--- src/rtl/moving_avg_filter.sv ---
// ============================================================================
// Module : moving_avg_filter
// Boxcar moving-average smoother with runtime power-of-two window, running sum
// over a circular sample buffer. Optional macro MAVG_ROUND_EN selects
// round-half-up instead of truncation toward -inf.
// Rev    : 1.0
// ============================================================================
`default_nettype none

module moving_avg_filter #(
  parameter int BIT_WIDTH     = 16,
  parameter int MAX_LOG2_TAPS = 3,
  parameter int SEL_WIDTH     = 3
) (
  input  logic                        clk,
  input  logic                        sclr,
  input  logic [SEL_WIDTH-1:0]        filt_sel,
  input  logic                        in_valid,
  input  logic signed [BIT_WIDTH-1:0] d,
  output logic                        out_valid,
  output logic signed [BIT_WIDTH-1:0] q,
  output logic                        primed
);

  localparam int DEPTH = 1 << MAX_LOG2_TAPS;
  localparam int PW    = MAX_LOG2_TAPS;
  localparam int FW    = MAX_LOG2_TAPS + 1;
  localparam int KW    = $clog2(MAX_LOG2_TAPS + 1);
  localparam int SW    = BIT_WIDTH + MAX_LOG2_TAPS;
`ifdef MAVG_ROUND_EN
  localparam int AW    = SW + 1;
`else
  localparam int AW    = SW;
`endif

  logic signed [BIT_WIDTH-1:0] mem_q [DEPTH];

  logic [PW-1:0]               wr_ptr_q, wr_ptr_d;
  logic [FW-1:0]               fill_q, fill_d;
  logic signed [SW-1:0]        sum_q, sum_d;
  logic [KW-1:0]               k_q, k_d;
  logic signed [BIT_WIDTH-1:0] q_q, q_d;
  logic                        primed_q, primed_d;
  logic                        out_valid_q;

  logic [KW-1:0]               k_eff;
  logic [FW-1:0]               n_win;
  logic [PW-1:0]               rd_ptr;
  logic                        restart;
  logic signed [SW-1:0]        base_sum;
  logic [FW-1:0]               base_fill;
  logic signed [BIT_WIDTH-1:0] old_term;
  logic signed [AW-1:0]        acc;

  // Out-of-range selects clamp to the deepest window.
  always_comb begin
    k_eff = KW'(MAX_LOG2_TAPS);
    if (32'(filt_sel) < 32'(MAX_LOG2_TAPS)) begin
      k_eff = KW'(filt_sel);
    end
  end

  assign restart = (k_eff != k_q);
  assign n_win   = FW'(1) << k_eff;
  // A full-depth window truncates N to 0 here, so the slot being overwritten is the oldest.
  assign rd_ptr  = wr_ptr_q - PW'(n_win);

  always_comb begin
    base_sum  = restart ? '0 : sum_q;
    base_fill = restart ? '0 : fill_q;
    old_term  = '0;
    if (!restart && (fill_q >= n_win)) begin
      old_term = mem_q[rd_ptr];
    end

    sum_d    = base_sum;
    fill_d   = base_fill;
    primed_d = restart ? 1'b0 : primed_q;
    wr_ptr_d = wr_ptr_q;
    k_d      = k_eff;
    q_d      = q_q;
    acc      = '0;

    if (in_valid) begin
      sum_d    = base_sum + SW'(d) - SW'(old_term);
      fill_d   = (base_fill >= n_win) ? base_fill : base_fill + FW'(1);
      primed_d = (fill_d == n_win);
      wr_ptr_d = wr_ptr_q + PW'(1);
`ifdef MAVG_ROUND_EN
      // Half an LSB of the quotient; n_win >> 1 is zero for a single-tap window.
      acc = {sum_d[SW-1], sum_d};
      acc = acc + AW'(n_win >> 1);
`else
      acc = sum_d;
`endif
      q_d = BIT_WIDTH'(acc >>> k_eff);
    end
  end

  always_ff @(posedge clk) begin
    if (sclr) begin
      wr_ptr_q    <= '0;
      fill_q      <= '0;
      sum_q       <= '0;
      k_q         <= k_eff;
      q_q         <= '0;
      primed_q    <= 1'b0;
      out_valid_q <= 1'b0;
    end else begin
      wr_ptr_q    <= wr_ptr_d;
      fill_q      <= fill_d;
      sum_q       <= sum_d;
      k_q         <= k_d;
      q_q         <= q_d;
      primed_q    <= primed_d;
      out_valid_q <= in_valid;
    end
  end

  // Sample storage is never cleared; the fill count hides stale entries.
  always_ff @(posedge clk) begin
    if (in_valid && !sclr) begin
      mem_q[wr_ptr_q] <= d;
    end
  end

  assign q         = q_q;
  assign out_valid = out_valid_q;
  assign primed    = primed_q;

endmodule

`default_nettype wire

--- config.mk ---
export PLATFORM = sky130hd
export DESIGN_NAME = moving_avg_filter
export DESIGN_NICKNAME = d
export VERILOG_FILES = /design/src/rtl/moving_avg_filter.sv
export SDC_FILE = /design/constraint.sdc
export NUM_CORES = 1
export LEC_CHECK = 0
export CAP_MARGIN = 20
export CORE_ASPECT_RATIO = 0.7
export CORE_UTILIZATION = 60
export CTS_CLUSTER_DIAMETER = 80
export CTS_CLUSTER_SIZE = 30
export DETAILED_ROUTE_END_ITERATION = 12
export GPL_TIMING_DRIVEN = 0
export PLACE_DENSITY_LB_ADDON = 0.3
export RECOVER_POWER = 50
export SYNTH_ARGS = -nofsm -noshare
export SYNTH_HDL_FRONTEND = slang
export SYNTH_SLANG_ARGS = --single-unit
--- constraint.sdc ---
create_clock -name clk -period 7.87 [get_ports clk]
set_input_delay 0.787 -clock clk [delete_from_list [all_inputs] [get_ports clk]]
set_output_delay 0.787 -clock clk [all_outputs]
set_load 0.1 [all_outputs]
==> impl_metrics.csv <==
group,metric,value,unit
timing,grt_setup_unrepaired,"false",
yosys,synth_cell_types,56,
power_and_ir_drop,vdd_drop_max,0.0002208,V
power_and_ir_drop,switching_share,0.3523,
yosys,synth_cells,720,
cts,cts_num_sinks,174,
global_routing,grtUsageTotal,0.2941,
floorplan,die_y,102.6,um
power_and_ir_drop,p_clk_frac,0.314,
timing,timing.fmax,130.7,MHz
global_routing,first_global_vias,5719,
timing,finClkSkew,0.01454,ns
yosys,yosysTopAreaCellShare,0.4435,
timing,setup_viol,0,
timing,hold_viol,0,
cts,cts_resized,0,
power_and_ir_drop,p_seq_frac,0.388,
cts,cts_tree,"done",
detailed_routing,vias,6119,
floorplan,ios,40,
final_layout,nets,857,
timing,max_slew_margin,-0.01563,
timing,tns,0,ns
global_routing,antenna_found_initial,0,
placed_design,port_buffers,39,
floorplan,core-area,14010,um^2
hold_path,holdCritPathClass,"register to register",
global_routing,grt_max_degree,19,
final_layout,utilization,0.7127,
detailed_routing,drt_first_iter_violations,720,
cts,worst_skew_pair.late_latency,0.44,ns
timing,drv_slew,9,
worst_setup_path,path_class,"primary input to register",
yosys,synthArstFlopShare,0,
yosys,yosysSeqAreaShare,0.5497,
yosys,synth_edf_count,128,
outcome,violations,"capacitance limit, slew limit",
power_and_ir_drop,powerDensity,271.2,nW/um^2
final_layout,n_antenna_cell,0,
power_and_ir_drop,switchingPower,953.8,uW
cts,ctsHoldBuffers,0,
floorplan,die_w,145.7,um
yosys,ys_warn_count,0,
worst_setup_path,endpoint_kind,"register",
final_layout,synthToLayoutAreaGrowth,15.19,%
power_and_ir_drop,p_int,1.754,mW
final_layout,drive_above_1_share,0.1153,
cts,clockRootBuffer,"clkbuf_16",
floorplan,rows,36,
cts,ctsHtreeMaxLevel,4,
cts,cts-buffers-inserted,17,
timing,worst_pin_slew,1.512,ns
detailed_routing,drt-total-wl,20740,um
global_routing,grt_pass1_wl,32020,um
detailed_routing,post-route-drc-count,0,
cts,postCtsSetupRepairBufs,0,
worst_setup_path,path_max_fanout,10,
worst_setup_path,cp-start-kind,"primary input",
power_and_ir_drop,p_leak,3.703,nW
worst_setup_path,worstPathArrival,7.97,ns
detailed_routing,antenna_left,0,
final_layout,fillers,953,
worst_setup_path,critPathRequiredTime,8.19,ns
placed_design,hpwl,14680,um
placed_design,gp_congestion,0.9475,
power_and_ir_drop,comb_power_share,0.297,
yosys,netlist_area,8667,um^2
yosys,synth.area.top_cells,"edfxtp_1 (44%), dfxtp_1 (11%), mux4_2 (8.3%)",
detailed_routing,drt_first_pass_iters,5,
yosys,post-synth-top-area-cell,"edfxtp_1",
global_routing,overflow,0,
cts,clk_pin_slew_worst_paths,0.07,ns
yosys,synth_fp_nets,792,
yosys,ys_ff_latch,174,
cts,clock_path_buffers,2,
flow_run,max_cap_violations,1,
detailed_routing,wire_per_inst,20.99,um
yosys,syn_area_per_cell,12.04,um^2
timing,period_share,0.9725,
detailed_routing,viasPerCell,6.193,
floorplan,die-area,14940,um^2
outcome,status,"finished, violations left",
yosys,synth_flop_cell,"edfxtp_1",
timing,fin_crit,7.653,ns
floorplan,start_util,0.6187,
-- cell usage in the layout (no fill, tap or decap), drive strengths merged, types with 3 or more instances in the layout --
cell type,Yosys,layout
edfxtp,128,128
nand2,93,93
inv,65,72
nor2,62,62
a21oi,60,60
dfxtp,46,46
clkbuf,26,43
mux4,32,32
ha,31,31
xnor2,22,22
clkdlybuf4s50,0,20
fa,19,19
dlygate4sd3,0,19
o21ai,17,17
buf,6,13
nand3,12,12
a211oi,9,9
mux2i,9,9
clkinv,2,8
xor2,7,7
nor3,7,7
a21o,5,5
o221ai,5,5
mux2,5,5
o211ai,4,4
nand2b,4,4
a31o,4,4
or3,3,3
and2,3,3
nor2b,3,3
and3,3,3
a31oi,3,3
a22oi,3,3
-- flip-flops by register name (all words and copies together), names as in the netlist --
register   flops
q             16
fill_q         4
k_q            2
out_valid      1
primed         1
wr_ptr_q       3
mem_q        128
sum_q         19
-- layer usage --
| layer | vias to the layer above | track usage | part of all wire |
|---|---|---|---|
| li1 | 2718 | - | - |
| met1 | 3048 | 0.4177 | 0.43 |
| met2 | 320 | 0.4712 | 0.46 |
| met3 | 33 | 0.06062 | 0.095 |
| met4 | 0 | 0.08016 | 0.013 |
| met5 | - | 0 | 0 |
-- power by group through the flow --
stage	Sequential [mW]	Clock (mW)	Combinational (mW)
5_1_grt	1.06	0.893	0.857
3_5_place_dp	1.07	0	0.778
6_report	1.05	0.851	0.804
4_1_cts	1.05	0.853	0.789
3_3_place_gp	1.07	0	0.754
2_1_floorplan	1.19	0	0.450
-- Yosys cell counts, types with 4 or more instances --
| cell type | instances |
|---|---|
| mux2i_1 | 9 |
| o21ai_0 | 15 |
| nor3_1 | 7 |
| inv_1 | 64 |
| o211ai_1 | 4 |
| nand2_1 | 92 |
| xor2_1 | 7 |
| mux4_2 | 32 |
| xnor2_1 | 22 |
| a211oi_1 | 9 |
| edfxtp_1 | 128 |
| mux2_2 | 4 |
| dfxtp_1 | 46 |
| fa_1 | 19 |
| ha_1 | 31 |
| nand3_1 | 12 |
| a21oi_1 | 59 |
| clkbuf_1 | 26 |
| a21o_1 | 5 |
| nor2_1 | 62 |
| o221ai_1 | 5 |
-- path summary, 6_finish.rpt --
check,startpoint,to,slack (ns),depth (start not counted)
max,filt_sel[1],q[15],0.22,23
min,q[11],q[11],0.45,2
max reg2reg,wr_ptr_q[0],q[15],1.71,18
min reg2reg,q[11],q[11],0.45,2
-- worst max-delay path, cell delays in order --
cell           delay [ns]
dlygate4sd3_1        0.68
nor2_1               0.42
clkinv_1             0.40
nor2_1               0.36
inv_1                0.17
ha_1                 0.30
a21o_1               0.16
a21oi_1              0.16
nor2b_1              0.06
o21ai_1              0.53
clkbuf_1             0.56
a21oi_1              0.14
fa_1                 0.55
inv_1                0.05
ha_1                 0.37
a21oi_2              0.33
o211ai_1             0.30
a31oi_1              0.43
o21ai_1              0.15
xor2_1               0.20
mux2_2               0.31
a221o_1              0.32
o221a_1              0.23
-- metrics by stage --
| stage | worst slack, ns | instances | cell area (um^2) | power, mW | hold WS [ns] |
|---|---|---|---|---|---|
| floorplan | 2.119 | 720 | 8667 | 1.641 | 0.4684 |
| global placement | 0.2352 | 949 | 9295 | 1.823 | 0.4380 |
| detailed placement | 0.09134 | 956 | 9408 | 1.849 | 0.4381 |
| CTS | 0.4533 | 988 | 10000 | 2.694 | 0.4476 |
| global route | 0.04418 | 988 | 9983 | 2.806 | 0.4890 |
| finish | 0.2165 | 988 | 9983 | 2.708 | 0.4465 |
-- final cells by class --
cell class / instances / area (um^2) / area share
Sequential cell: 174 / 4765 / 0.4773
Multi-Input combinational cell: 447 / 3537 / 0.3543
Timing Repair Buffer: 46 / 469.2 / 0.04700
Clock buffer: 17 / 425.4 / 0.04261
Inverter: 67 / 251.5 / 0.02519
Tap cell: 190 / 237.7 / 0.02381
Clock inverter: 15 / 171.4 / 0.01717
Buffer: 32 / 126.4 / 0.01266
-- logic make-up (layout without fill, tap and decap cells) --
kind of cell | count (synthesis) | after routing | share of synthesized area
and+or+nand+nor | 194 | 194 | 0.09384
DFF | 174 | 174 | 0.5497
AOI/OAI and AO/OA | 128 | 128 | 0.09485
buffers and inverters | 99 | 177 | 0.04360
adders and majority gates | 50 | 50 | 0.08864
muxes | 46 | 46 | 0.1000
xor gates and xnor gates | 29 | 29 | 0.02931
Note: power is estimated with default switching activity, not from simulation.
